### src/rtl/cpu_run_controller_pkg.sv
// Shared definitions for the run controller that sequences one program run
// of the pipelined 9-bit-ISA core.
package cpu_run_controller_pkg;

    typedef enum logic [2:0] {
        RS_IDLE,
        RS_INIT,
        RS_RUN,
        RS_DRAIN,
        RS_DONE
    } RunState;

    // Opcode the core's IF/ID stage compares against to raise halt_seen.
    localparam logic [8:0] HALT_OPCODE = 9'b111000000;

    // Width of the shared init/drain down-counter; it only ever holds N-1.
    function automatic int downCntWidth(input int initCycles, input int drainCycles);
        int maxCycles;
        maxCycles = (initCycles > drainCycles) ? initCycles : drainCycles;
        return (maxCycles <= 2) ? 1 : $clog2(maxCycles);
    endfunction

endpackage

### src/rtl/run_cycle_counter.sv
// Saturating count of RUN cycles; clear has priority over enable.
module run_cycle_counter
    import cpu_run_controller_pkg::*;
#(
    parameter int unsigned CNT_W = 16
) (
    input  logic             clk,
    input  logic             reset_n,
    input  logic             clear,
    input  logic             enable,
    output logic [CNT_W-1:0] count
);

    // NOTE: sequential state uses non-blocking assignments so every flop
    // samples the pre-edge value of every other flop.
    always_ff @(posedge clk or negedge reset_n) begin
        if (!reset_n) begin
            count <= '0;
        end else if (clear) begin
            count <= '0;
        end else if (enable && (count != '1)) begin
            count <= count + CNT_W'(1);
        end
    end

endmodule

### src/rtl/cpu_run_controller.sv
// Holds the core in init, releases it, counts RUN cycles, drains the pipe on
// halt (or timeout) and reports done. All outputs are registered.
module cpu_run_controller
    import cpu_run_controller_pkg::*;
#(
    parameter int unsigned INIT_CYCLES  = 2,
    parameter int unsigned DRAIN_CYCLES = 3,
    parameter int unsigned CNT_W        = 16,
    parameter int unsigned TIMEOUT      = 0
) (
    input  logic             clk,
    input  logic             reset_n,
    input  logic             start,
    input  logic             halt_seen,
    output logic             core_init,
    output logic             core_run,
    output logic             busy,
    output logic             done,
    output logic             timeout,
    output logic [CNT_W-1:0] cycle_count
);

    localparam int DOWN_W = downCntWidth(int'(INIT_CYCLES), int'(DRAIN_CYCLES));
    localparam logic [DOWN_W-1:0] INIT_LOAD    = DOWN_W'(INIT_CYCLES - 1);
    localparam logic [DOWN_W-1:0] DRAIN_LOAD   = DOWN_W'(DRAIN_CYCLES - 1);
    localparam logic [CNT_W-1:0]  TIMEOUT_LAST = CNT_W'(TIMEOUT - 1);

    RunState           state;
    RunState           nextState;
    logic [DOWN_W-1:0] downCnt;
    logic [DOWN_W-1:0] downCntNext;
    logic              timeoutNext;
    logic              cntClear;
    logic              cntEnable;

    run_cycle_counter #(
        .CNT_W (CNT_W)
    ) u_run_cycle_counter (
        .clk     (clk),
        .reset_n (reset_n),
        .clear   (cntClear),
        .enable  (cntEnable),
        .count   (cycle_count)
    );

    // NOTE: every signal gets a default before the case so no path leaves
    // one unassigned, which would otherwise infer a latch.
    always_comb begin
        nextState   = state;
        downCntNext = downCnt;
        timeoutNext = timeout;
        cntClear    = 1'b0;
        cntEnable   = 1'b0;
        case (state)
            RS_IDLE, RS_DONE: begin
                if (start) begin
                    nextState   = RS_INIT;
                    downCntNext = INIT_LOAD;
                    timeoutNext = 1'b0;
                    cntClear    = 1'b1;
                end
            end
            RS_INIT: begin
                if (downCnt == '0) nextState = RS_RUN;
                else               downCntNext = downCnt - DOWN_W'(1);
            end
            RS_RUN: begin
                cntEnable = 1'b1;
                // Halt is checked first so a halt on the limit cycle is not a timeout.
                if (halt_seen) begin
                    nextState   = RS_DRAIN;
                    downCntNext = DRAIN_LOAD;
                end else if ((TIMEOUT != 0) && (cycle_count == TIMEOUT_LAST)) begin
                    nextState   = RS_DRAIN;
                    downCntNext = DRAIN_LOAD;
                    timeoutNext = 1'b1;
                end
            end
            RS_DRAIN: begin
                if (downCnt == '0) nextState = RS_DONE;
                else               downCntNext = downCnt - DOWN_W'(1);
            end
            default: nextState = RS_IDLE;
        endcase
    end

    // Outputs are decoded from the next state so they change with the state flop.
    always_ff @(posedge clk or negedge reset_n) begin
        if (!reset_n) begin
            state     <= RS_IDLE;
            downCnt   <= '0;
            timeout   <= 1'b0;
            core_init <= 1'b1;
            core_run  <= 1'b0;
            busy      <= 1'b0;
            done      <= 1'b0;
        end else begin
            state     <= nextState;
            downCnt   <= downCntNext;
            timeout   <= timeoutNext;
            core_init <= (nextState == RS_IDLE) || (nextState == RS_INIT);
            core_run  <= (nextState == RS_RUN);
            busy      <= (nextState == RS_INIT) || (nextState == RS_RUN) || (nextState == RS_DRAIN);
            done      <= (nextState == RS_DONE);
        end
    end

endmodule
### config.mk
export PLATFORM = sky130hd
export DESIGN_NAME = cpu_run_controller
export DESIGN_NICKNAME = d
export VERILOG_FILES = /design/src/rtl/cpu_run_controller_pkg.sv /design/src/rtl/run_cycle_counter.sv /design/src/rtl/cpu_run_controller.sv
export SDC_FILE = /design/constraint.sdc
export NUM_CORES = 1
export LEC_CHECK = 0
export BUFFER_PORTS_ARGS = -buffer_cell sky130_fd_sc_hd__buf_2
export CAP_MARGIN = 30
export CORE_MARGIN = 2
export CORE_UTILIZATION = 54
export DETAILED_ROUTE_END_ITERATION = 6
export PLACE_DENSITY = 0.84
export SYNTH_ARGS = -nofsm -noshare
export SYNTH_HDL_FRONTEND = slang
export SYNTH_SLANG_ARGS = --single-unit
### constraint.sdc
create_clock -name clk -period 4.1 [get_ports clk]
set_input_delay 0.205 -clock clk [delete_from_list [all_inputs] [get_ports clk]]
set_output_delay 0.205 -clock clk [all_outputs]
set_load 0.1 [all_outputs]
Word-level counts from Yosys, hierarchy flattened
Index checks and enable logic that the tools add are counted.

Register bits after elaboration: 25. Bits of input ports: 4. Output and inout bits: 21. Logic and storage cells: 47.

$add $sub $neg: 2. Equal/unequal tests: 12. Mux-type cells: 14. Reductions and logical operators: 12.

Operators with widths (count): two-way mux 16 bit (2); adder 16 x 1 -> 16 bit (second input constant) (1); inequality test 16 bit (second input constant) (1); == test 3 x 2 -> 1 bit (second input constant) (4); two-way mux 3 bit (4); case mux 3 bit (4 select lines) (1); == test 3 x 1 -> 1 bit (second input constant) (2); == test 3 bit (second input constant) (2); logical NOT 3 bit (2); two-way mux 2 bit (3); inequality test 2 bit (second input constant) (3); case mux 2 bit (3 select lines) (1); AND reduction 4 bit (1); OR reduction 2 bit (2); logical OR 1 bit (3); two-way mux 1 bit (3); nonzero test 3 bit (1); logical NOT 2 bit (1); nonzero test 2 bit (1); subtractor 2 x 1 -> 2 bit (second input constant) (1); logical AND 1 bit (1).

Logic depth before layout (Yosys ltp)
Depth after elaboration: 6. Depth in mapped cells: 6. Depth with buffers taken out: 6.

Hierarchy
Synthesis repeated with hierarchy kept, for this count alone.

Cell total of the unflattened synthesis: 136. Area, all modules: 1408.9 um2.

By module, submodules not included: run_cycle_counter (instances 1, cells an instance 98, area an instance 942.2 um2, seq. area each 400.4 um2); cpu_run_controller (instances 1, cells an instance 38, area an instance 466.7 um2, seq. area each 226.5 um2).

Worst setup path after synthesis
No wires, ideal clock.

Path kind: register to register. From: reg u_run_cycle_counter.count[0]. To: reg u_run_cycle_counter.count[14]. Setup time: 0.164 ns. Arrival time: 2.117 ns. Data required time: 3.936 ns. Slack: 1.819 ns. Cell stages (with the launch flop): 7. Path buffers: 1. Period minus slack after synthesis: 2.281 ns. Path through: dfrtp_1 ha_1 and3_2 buf_2 nand4_1 o311ai_0 o41ai_1.

Cells in the longest elaborated chain, start to end: 3. Elaborated cells between the ends (all ways): 6. Classes of those cells: add/sub (1); eq/ne (1); mux (2); reduce/logical (2).

RTL lines: from (decl) (line run_cycle_counter.sv:11) `output logic [CNT_W-1:0] count`; from (signal assigned) (line run_cycle_counter.sv:22) `count <= count + CNT_W'(1);`; adder 16 x 1 -> 16 bit or inequality test 16 bit (tied branches) (line run_cycle_counter.sv:22, run_cycle_counter.sv:21); two-way mux 16 bit or logical AND 1 bit (tied branches) (line run_cycle_counter.sv:21) `end else if (enable && (count != '1)) begin`; two-way mux 16 bit or nonzero test 2 bit (tied branches).

Parallel ways exist; a longest one is shown, timed or not. The select of a mux whose other input is x is not followed. A chain may end at the register's enable or synchronous reset.

Worst setup path after layout
From: reg state[0]. To: reg u_run_cycle_counter.count[13].

Cells in the longest elaborated chain, start to end: 4. Elaborated cells between the ends (all ways): 9. Classes of those cells: eq/ne (2); mux (3); reduce/logical (4).

RTL lines: from (decl) (line cpu_run_controller.sv:28) `RunState state;`; from (signal assigned) (line cpu_run_controller.sv:98) `state <= nextState;`; == test 3 bit (tied with other cells) (line cpu_run_controller.sv:54) `case (state)`; OR reduction 2 bit or two-way mux 1 bit (tied branches) (line cpu_run_controller.sv:54); two-way mux 1 bit or logical AND 1 bit (tied branches) (line cpu_run_controller.sv:54, run_cycle_counter.sv:21); two-way mux 16 bit or nonzero test 2 bit (tied branches).

Parallel ways exist; a longest one is shown, timed or not.

==> results.json <==
{
  "hp-class": "input pin to register",
  "clk_latency_ns": 0.33,
  "place_ws_ns": 2.20,
  "sequentialPowerShare_pct": 37.1,
  "numCtsBuffers": 3,
  "netlist.area_leader.share_pct": 43.2,
  "r2r_cells": 4,
  "syn_area_per_cell_um2": 9.87,
  "netlist_instances": 141,
  "met1_usage_pct": 28.4,
  "path_depth": 4,
  "cp_cell_sequence": "nor3b_4, nand4_4, or4_1, a21oi_1",
  "skew_ns": 0.00975,
  "drtIter0Drc": 42,
  "rr_endpoint": "u_run_cycle_counter.count[13]",
  "cts_tree": "built",
  "die_w_um": 54.8,
  "cpMaxStageDelayCell": "dfrtp_1",
  "synth_top_area_cell": "dfrtp_1",
  "synthTopCellsByArea": "dfrtp_1 (43%), nand2_1 (4.9%), mux2i_1 (4.3%)",
  "gp_congestion": 0.818,
  "final_layout_size_suffix_gt1_share_pct": 25.6,
  "peakVddDrop_mv": 0.536,
  "ctsLongestPathBuffers": 2,
  "cts.reportedPaths.clkPinSlew_ns": 0.14,
  "endpoint_kind": "register",
  "cts.sinks": 25,
  "synth_seq_cells": 25,
  "gr-usage-met2_pct": 39.3,
  "rsz0062_at_grt": "no",
  "crit_type": "register to register",
  "crit_path_start_kind": "register",
  "ctsHtreeMaxLevel": 1,
  "die_h_um": 54.8,
  "die_area_um2": 3000,
  "cp_max_fo": 11,
  "final_core_util_pct": 63.1,
  "yosysMostFrequentCell": "dfrtp_1",
  "num-nets-final": 171,
  "rows": 18,
  "rrSetupSlack_ns": 2.16,
  "finalSetupTns_ns": 0,
  "grt_pass1_vias": 1103,
  "layout_worst_path_cycle_share_pct": 47.2,
  "antenna_found_initial": 0,
  "power.density_nw_per_um2": 629,
  "seq_area_frac_synth_pct": 45.1,
  "grt_pass1_wl_mm": 4.94,
  "cp.arrival_ns": 2.21,
  "slew_violations": 0,
  "power.leakage_nw": 0.713,
  "synth-edff-count": 0,
  "finalHoldViolCount": 0,
  "worst_slack_ns": 2.16,
  "endpoint": "u_run_cycle_counter.count[13]",
  "p_int_mw": 0.469,
  "grt_usage_pct": 23.2,
  "grt_use_met3_pct": 3.55,
  "synthDistinctLibCells": 43,
  "syn_nets": 147,
  "cts_root_buf": "clkbuf_4",
  "period_needed_ns": 1.94,
  "swShare_pct": 51.8,
  "grt_max_degree": 26,
  "synth_top_cells_by_count": "dfrtp_1 (24), nand2_1 (18), a21oi_1 (10)",
  "required_ns": 4.37,
  "portBuffers": 23,
  "avgRoutedWirePerCell_um": 14.9,
  "dpl.hpwl_mm": 2.15,
  "p_switching_mw": 0.504,
  "fmax_mhz": 517,
  "overflow": 0,
  "critPathBufInv": 0,
  "vias_per_cell": 6.02,
  "r2r_start": "state[0]",
  "num_antenna_cells": 0,
  "syn_area_um2": 1390,
  "status": "finished, final reports clean",
  "power_frac_clock_pct": 11.9,
  "power.share.combinational_pct": 51.0,
  "ios": 25,
  "worst_path_dominant_cell_family": "simple AND/OR/NAND/NOR gates",
  "vias": 1168,
  "start_util_pct": 56.7,
  "relSlewSlack_pct": 61.4,
  "max_slew.worst_pin.slew_ns": 0.573,
  "startpoint": "state[0]",
  "core-area_um2": 2450,
  "yosysWarnings": 0,
  "wirelength_mm": 2.89,
  "synthFlopType": "dfrtp_1",
  "max_cap_viol_count": 0,
  "max_stage_delay_ns": 0.53,
  "dr.pass1.iters": 4,
  "syn_to_final_growth_pct": 11.3,
  "drc": 0,
  "async_reset_ff_share_pct": 100,
  "drtAntennaViolNets": 0,
  "grt-busiest-layer": "met2",
  "setup_viol": 0
}
state kept, by name (all words and copies together) (netlist names):
signal,cells
u_run_cycle_counter.count,16
state,3
downCnt,2
busy,1
core_init,1
core_run,1
done,1
logic make-up after synthesis:
logic type / count (synthesis) / share of synthesized area, %
and+or+nand+nor: 63 / 27.3
AOI/OAI and AO/OA: 32 / 15.9
DFF: 25 / 45.1
buffers and inverters: 10 / 3.87
muxes: 7 / 5.13
adders and majority gates: 2 / 1.80
other: 1 / 0.270
xor gates and xnor gates: 1 / 0.630
layer usage:
layer / up-vias / wire, µm
li1: 564 / -
met5: - / 0
met3: 7 / 151
met4: 0 / 55
met1: 551 / 1270
met2: 46 / 1410
area by class of cell:
type | instances | area [µm²]
clock buffer | 3 | 22.5
clock inverter | 1 | 7.51
fill | 217 | 906
inverter | 5 | 18.8
multi-input combinational | 106 | 711
sequential | 25 | 627
tap | 30 | 37.5
timing repair buffer | 24 | 125
stage by stage:
step           instance area (µm²)  std cells  hold slack (ns)  power (mW)
2_1_floorplan                 1390        141          -0.0906       0.793
3_3_place_gp                  1510        189            0.212       0.844
3_5_place_dp                  1510        189            0.226       0.864
4_1_cts                       1550        194            0.278       0.980
5_1_grt                       1550        194            0.268        1.04
6_report                      1550        194            0.284       0.974
timing repair:
action	CTS	global route
endpoints found under the setup margin	0	0
gates resized for setup	0	0
hold endpoints to repair	24	0
hold buffers	1	0
buffers inserted	0	0
how the worst min path moves through the flow:
stage	startpoint	to	slack (ns)	cells past startpoint
5_1_grt	start	done	0.27	3
2_1_floorplan	reset_n	busy	-0.09	0
3_3_place_gp	reset_n	u_run_cycle_counter.count[11]	0.21	1
3_5_place_dp	reset_n	u_run_cycle_counter.count[13]	0.23	1
4_1_cts	start	done	0.28	3
6_report	start	done	0.28	3
power by group through the flow:
stage / logic (mW) / registers [mW] / clock network (mW)
finish: 0.496 / 0.361 / 0.116
global route: 0.537 / 0.374 / 0.132
CTS: 0.500 / 0.361 / 0.119
detailed placement: 0.498 / 0.366 / 0
global placement: 0.484 / 0.361 / 0
floorplan: 0.238 / 0.555 / 0
layout by cell type (no fill, tap or decap), types with 2 or more instances in the layout:
cell type / n
dfrtp_1: 24
buf_2: 23
nand2_1: 18
a21oi_1: 10
nand3_1: 8
nor2_1: 7
mux2i_1: 6
inv_1: 5
o21ai_0: 5
or2_2: 4
o31ai_1: 4
nor2b_1: 3
nor3_1: 3
nand4_1: 3
or4_1: 3
or3_1: 3
clkbuf_4: 3
a32o_1: 2
and3_1: 2
o311ai_0: 2
o41ai_1: 2
a211oi_1: 2
ha_1: 2
worst reg2reg max path, cell delays in order (launching register included):
cell and delay (ns):
dfrtp_1 0.53, nor3b_4 0.52, nand4_4 0.18, or4_1 0.50, a21oi_1 0.15
Note: power is estimated with default switching activity, not from simulation.
